<file path="config.mk">
export PLATFORM = sky130hd
export DESIGN_NAME = chip8_mem_arbiter
export DESIGN_NICKNAME = d
export VERILOG_FILES = /design/src/rtl/chip8_mem_arbiter.sv
export SDC_FILE = /design/constraint.sdc
export NUM_CORES = 1
export LEC_CHECK = 0
export CAP_MARGIN = 20
export CORE_ASPECT_RATIO = 0.9
export CORE_MARGIN = 1
export CORE_UTILIZATION = 37
export CTS_CLUSTER_DIAMETER = 60
export DETAILED_ROUTE_END_ITERATION = 10
export PLACE_DENSITY = 0.92
export SYNTH_ARGS = -nofsm -noshare
export SYNTH_HDL_FRONTEND = slang
export SYNTH_SLANG_ARGS = --single-unit
</file>
<file path="constraint.sdc">
create_clock -name clk -period 2 [get_ports clk]
set_clock_uncertainty 0.2 [all_clocks]
set_input_delay 0.5 -clock clk [delete_from_list [all_inputs] [get_ports clk]]
set_output_delay 0.5 -clock clk [all_outputs]
set_load 0.1 [all_outputs]
</file>
<file path="src/rtl/chip8_mem_arbiter.sv">
// Arbitrates the single-port CHIP-8 RAM between the CPU and the video reader.
// One access per clock, registered RAM command, read data returned two edges after accept.
module chip8_mem_arbiter #(
  parameter int unsigned ADDR_W   = 12,
  parameter bit          VID_PRIO = 1'b1,
  parameter int unsigned MAX_WAIT = 4
) (
  input  logic              clk,
  input  logic              reset,
  input  logic              cpu_req,
  input  logic              cpu_we,
  input  logic [ADDR_W-1:0] cpu_addr,
  input  logic [7:0]        cpu_wdata,
  output logic              cpu_gnt,
  output logic              cpu_rvalid,
  output logic [7:0]        cpu_rdata,
  input  logic              vid_req,
  input  logic [ADDR_W-1:0] vid_addr,
  output logic              vid_gnt,
  output logic              vid_rvalid,
  output logic [7:0]        vid_rdata,
  output logic [ADDR_W-1:0] mem_addr,
  output logic              mem_we,
  output logic [7:0]        mem_wdata,
  input  logic [7:0]        mem_rdata
);

  localparam int unsigned CNT_W = (MAX_WAIT < 1) ? 1 : $clog2(MAX_WAIT + 1);
  localparam logic [CNT_W-1:0] WAIT_MAX = CNT_W'(MAX_WAIT);

  typedef enum logic {
    WIN_CPU = 1'b0,
    WIN_VID = 1'b1
  } winner_e;

  winner_e          last_winner;
  logic [CNT_W-1:0] cpu_wait;
  logic [CNT_W-1:0] vid_wait;
  logic [CNT_W-1:0] cpu_wait_d;
  logic [CNT_W-1:0] vid_wait_d;
  logic             cpu_acc;
  logic             vid_acc;
  logic             cpu_rd_tag;
  logic             vid_rd_tag;

  // Grant decision: depends only on current requests and registered arbiter state
  always_comb begin
    cpu_gnt = 1'b0;
    vid_gnt = 1'b0;
    if (reset) begin
      if (cpu_req && vid_req) begin
        if (cpu_wait == WAIT_MAX) begin
          cpu_gnt = 1'b1;
        end else if (vid_wait == WAIT_MAX) begin
          vid_gnt = 1'b1;
        end else if (VID_PRIO) begin
          vid_gnt = 1'b1;
        end else if (last_winner == WIN_VID) begin
          cpu_gnt = 1'b1;
        end else begin
          vid_gnt = 1'b1;
        end
      end else begin
        cpu_gnt = cpu_req;
        vid_gnt = vid_req;
      end
    end
  end

  // Starvation counters: count consecutive losses, saturate, clear on grant or idle
  always_comb begin
    cpu_acc    = cpu_req && cpu_gnt;
    vid_acc    = vid_req && vid_gnt;
    cpu_wait_d = '0;
    vid_wait_d = '0;
    if (cpu_req && !cpu_gnt) begin
      cpu_wait_d = (cpu_wait == WAIT_MAX) ? cpu_wait : cpu_wait + CNT_W'(1);
    end
    if (vid_req && !vid_gnt) begin
      vid_wait_d = (vid_wait == WAIT_MAX) ? vid_wait : vid_wait + CNT_W'(1);
    end
  end

  always_ff @(posedge clk or negedge reset) begin
    if (!reset) begin
      last_winner <= WIN_VID;
      cpu_wait    <= '0;
      vid_wait    <= '0;
      mem_addr    <= '0;
      mem_we      <= 1'b0;
      mem_wdata   <= '0;
      cpu_rd_tag  <= 1'b0;
      vid_rd_tag  <= 1'b0;
      cpu_rvalid  <= 1'b0;
      vid_rvalid  <= 1'b0;
    end else begin
      cpu_wait   <= cpu_wait_d;
      vid_wait   <= vid_wait_d;
      mem_we     <= cpu_acc && cpu_we;
      cpu_rd_tag <= cpu_acc && !cpu_we;
      vid_rd_tag <= vid_acc;
      cpu_rvalid <= cpu_rd_tag;
      vid_rvalid <= vid_rd_tag;
      if (cpu_acc) begin
        mem_addr    <= cpu_addr;
        mem_wdata   <= cpu_wdata;
        last_winner <= WIN_CPU;
      end else if (vid_acc) begin
        mem_addr    <= vid_addr;
        last_winner <= WIN_VID;
      end
    end
  end

  // RAM output fans out to both ports; rvalid selects the owner
  assign cpu_rdata = mem_rdata;
  assign vid_rdata = mem_rdata;

endmodule

</file>
**Word-level counts from Yosys, hierarchy flattened**

Index checks and enable logic that the tools add are counted.

- Bits of input ports: 45
- Output and inout bits: 41
- Bits in registers: 28
- Word-level logic and storage cells: 30

- Equal/unequal tests: 2
- Add/subtract/negate cells: 1
- Reduce and logical (&&, ||, !) cells: 9
- Multiplexer cells: 10

Operator list:

| operator | count |
|---|---|
| $mux 12 | 2 |
| $logic_and 1x1->1 | 6 |
| $mux 1 | 6 |
| $mux 3 | 2 |
| $add 3x1->3 const B | 1 |
| $eq 3x3->1 const B | 1 |
| $logic_not 1->1 | 2 |
| $ne 2x2->1 const B | 1 |
| $reduce_bool 2->1 | 1 |

**Depth between registers and ports, before layout**

- Depth in word-level cells: 7
- Gate-level depth with buffers: 7
- Mapped depth without buffers: 6

**Least setup slack after synthesis**

No wires, ideal clock.

- Path kind: register -> output
- Start point: reg cpu_wait[0]
- End point: out vid_gnt
- Path buffers: 0
- Arrival: 2.180 ns
- Cell stages (with the launch flop): 4
- Path slack: -0.880 ns
- Required time: 1.300 ns
- Path through: dfrtp_1 > inv_1 > ha_1 > a31oi_1

- Cells in the longest elaborated chain, start to end: 4

RTL lines:

| what | RTL line | source |
|---|---|---|
| start, declared | 37 | `logic [CNT_W-1:0] cpu_wait;` |
| start signal, assigned | 97 | `cpu_wait <= cpu_wait_d;` |
| $eq 3x3->1 | 52 | `if (cpu_wait == WAIT_MAX) begin` |
| $mux 1 | 52 |  |
| $mux 1 | 51 | `if (cpu_req && vid_req) begin` |
| $mux 1 | 50 | `if (reset) begin` |
| end, declared | 19 | `output logic vid_gnt,` |

Every way passes these cells.

**Worst setup path in the final report**

- Start point: reg cpu_wait[0]
- End point: out cpu_gnt

- Cells in the longest elaborated chain, start to end: 4

RTL lines:

| what | RTL line | source |
|---|---|---|
| $eq 3x3->1 | 52 |  |
| $mux 1 | 52 |  |
| $mux 1 | 51 |  |
| $mux 1 | 50 |  |
| end, declared | 14 | `output logic cpu_gnt,` |

Every way passes these cells.

==> out/qor.csv <==
stage;metric;value;unit
grt;grt_usage;0.203;
die;die_w;66.5;um
clock_network;clk_pin_slew;100;ps
detailed_routing;vias;1119;
synthesis;syn-num-nets;162;
synthesis;yosys-top-cells-area;dfrtp_1, a311o_1, buf_4, mux2_1, nor3b_1;
die;rows;20;
synthesis;ys_ff_latch;28;
clock_network;cts_root_buffer;clkbuf_8;
grt;use_met2;0.382;
setup_path;cp_slowest_cell;dfrtp_1;
sta;fin_tns_setup;-247;ps
setup_path;worstPathArrival;1470;ps
die;core;0.00348;sq mm
detailed_routing;viasPerCell;5.11;
grt;met1_usage;0.203;
sta;hold_viol;0;
grt;grt_pass1_vias;1243;
synthesis;seq_area_frac_synth;0.506;
setup_path;path_cells;inv_2 > ha_4 > a21boi_2 > or2_4 > inv_12 > buf_12;
grt;grt_pass1_wl;5820;um
outcome;status;finished with violations;
synthesis;ys_async_sr_fraction;1.00;
worst_hold_path;hold_class;input pin to asynchronous set/reset pin;
clock_network;cts_tree;built;
synthesis;synth_edf_count;0;
synthesis;netlist_area;0.00138;sq mm
synthesis;synth_cell_types;26;
placement;gp_congestion;0.721;
die;die_h;60.0;um
sta;setup_viol;2;
setup_path;critPathLaunchType;flip-flop;
sta;min_period;2170;ps
sta;report.final.slew_viol_count;0;
synthesis;yosysMostFrequentCell;dfrtp_1;
clock_network;holdBufCountCts;0;
clock_network;cts.sink_count;28;
grt;grt_max_degree;25;
die;start_util;0.398;
grt;antenna_found_initial;0;
grt;gr-usage-met3;0.0821;
layout;area_growth;71.6;%
grt;grt-busiest-layer;met2;
pwr;totalPowerFinal;2210;uW
sta;rsz0062_at_grt;yes;
setup_path;cpPeakStageDelay;410;ps
layout;fin_cells;219;
detailed_routing;drc_errors;0;
setup_path;required;1300;ps
detailed_routing;drtIter0Drc;43;
synthesis;synth_top_area_frac;0.506;
placement;pre_cts_ws;-463;ps
placement;place_inst;211;
sta;fmaxAchievable;0.462;GHz
synthesis;syn_inst;115;
clock_network;numCtsBuffers;3;
clock_network;h-tree-depth;1;
layout;nets;223;
sta;fin_crit_sh;1.08;
placement;dp_hpwl;2890;um
clock_network;clock_latency;270;ps
detailed_routing;firstDrtPassIters;4;
pwr;power_leakage;0.00101;uW
detailed_routing;wl;3760;um
synthesis;post-synth-top-area-cell;dfrtp_1;
synthesis;yosys-top-cells-count;dfrtp_1, buf_4, a311o_1, nor2b_1, nor3b_1;
detailed_routing;wl_per_cell;17.2;um
synthesis;avgSynthCellArea;12.0;sq um
sta;tightest_slew;216;ps
setup_path;path_class;flip-flop to output pin;
pwr;power_density;930;mW/mm^2
synthesis;synth-main-ff-cell;dfrtp_1;
pwr;ir_worst_vdd;0.664;mV
die;dieArea;0.00399;sq mm
run;max_cap_viol_count;0;
layout;diodes;0;
detailed_routing;ant_nets;0;
setup_path;crit_path_end_kind;output pin;
synthesis;ys_warn_count;0;
sta;slew_headroom;0.856;
setup_path;crit_fanout;2;
grt;globalRouteOverflowTotal;0;
sta;worst_slack;-165;ps
layout;drive_gt1_frac;0.314;
clock_network;clk_path_buf_depth;2;
placement;port_buffers;61;
die;io_pins;86;
outcome;violations;negative setup slack;
## critical path: cells and delay by family (launching register included)
family	cells	cell delay, ps
fa+ha+maj	1	140
simple gates	1	270
compound gates	1	60
flops	1	410
buf+inv	3	310
## registers in the layout, indices dropped and copies added (netlist names)
register / cells
vid_rvalid: 1
mem_wdata: 8
mem_we: 1
vid_rd_tag: 1
mem_addr: 12
cpu_wait: 3
cpu_rd_tag: 1
cpu_rvalid: 1
## stage by stage
stage,hold slack (ps),utilization,cell area [sq um]
CTS,162,0.681,2370
finish,153,0.683,2370
detailed placement,140,0.655,2280
floorplan,4.41,-,1410
global placement,134,0.655,2280
global route,161,0.683,2370
## metal layers
metal / routed length (um) / vias to the layer above
met5: 0 / -
met4: 46 / 0
met3: 325 / 9
met2: 2010 / 57
met1: 1380 / 539
li1: - / 514
## placed cells by master, fill, tap and decap left out
cell type and instances:
mux2_1 8, nand2_1 2, and2_1 1, ha_4 1
nor2_1 1, a311o_1 12, or2_4 1, ha_1 1
a21boi_2 1, clkdlybuf4s50_1 33, o2111a_1 1, nand3b_1 1
dfrtp_1 28, nor2b_1 12, inv_2 2, and3_1 2
a31oi_1 1, buf_12 26, nor3b_1 12, clkbuf_8 4
xnor2_1 1, inv_12 1, o21a_1 1, mux2_2 1
dlygate4sd2_1 3, a31oi_4 1, nand2_2 1, buf_4 16
## area by class of cell
class	instances	area (sq um)
well taps	44	55.1
fillers	247	1100
multi-input cells	62	543
inverters	3	23.8
flip-flops and latches	28	701
repair buffers	78	997
clock buffers	4	55.1
## logic make-up (layout without fill, tap and decap cells)
group | Yosys count | count (layout) | share of synthesized area
fa+ha+maj | 2 | 2 | 0.0181
xor+xnor | 1 | 1 | 0.00633
compound gates | 17 | 17 | 0.115
mux | 9 | 9 | 0.0732
flops | 28 | 28 | 0.506
simple gates | 33 | 33 | 0.156
buf+inv | 25 | 85 | 0.126
## what timing repair did
| item | in CTS | in global routing |
|---|---|---|
| pin swaps | 4 | 1 |
| setup endpoints to repair | 25 | 9 |
| setup buffers | 3 | 1 |
| resized for setup | 8 | 0 |
## final timing paths
path                                end  slack [ps]  cells past startpoint   startpoint
hold / removal             mem_wdata[5]         150                      2        reset
max in group asynchronous   cpu_wait[0]        1180                      3        reset
min in group clk             vid_rvalid         160                      0   vid_rd_tag
hold reg to reg              vid_rvalid         160                      0   vid_rd_tag
setup reg to reg           mem_wdata[2]          60                      8  cpu_wait[0]
setup / recovery                cpu_gnt        -170                      6  cpu_wait[0]
## power breakdown
group | leakage (uW) | internal [uW] | switching, uW
registers | 0.000346 | 642 | 79.3
clock network | 0.0000288 | 176 | 174
logic | 0.000638 | 453 | 684
total | 0.00101 | 1270 | 937
Note: power is estimated with default switching activity, not from simulation.
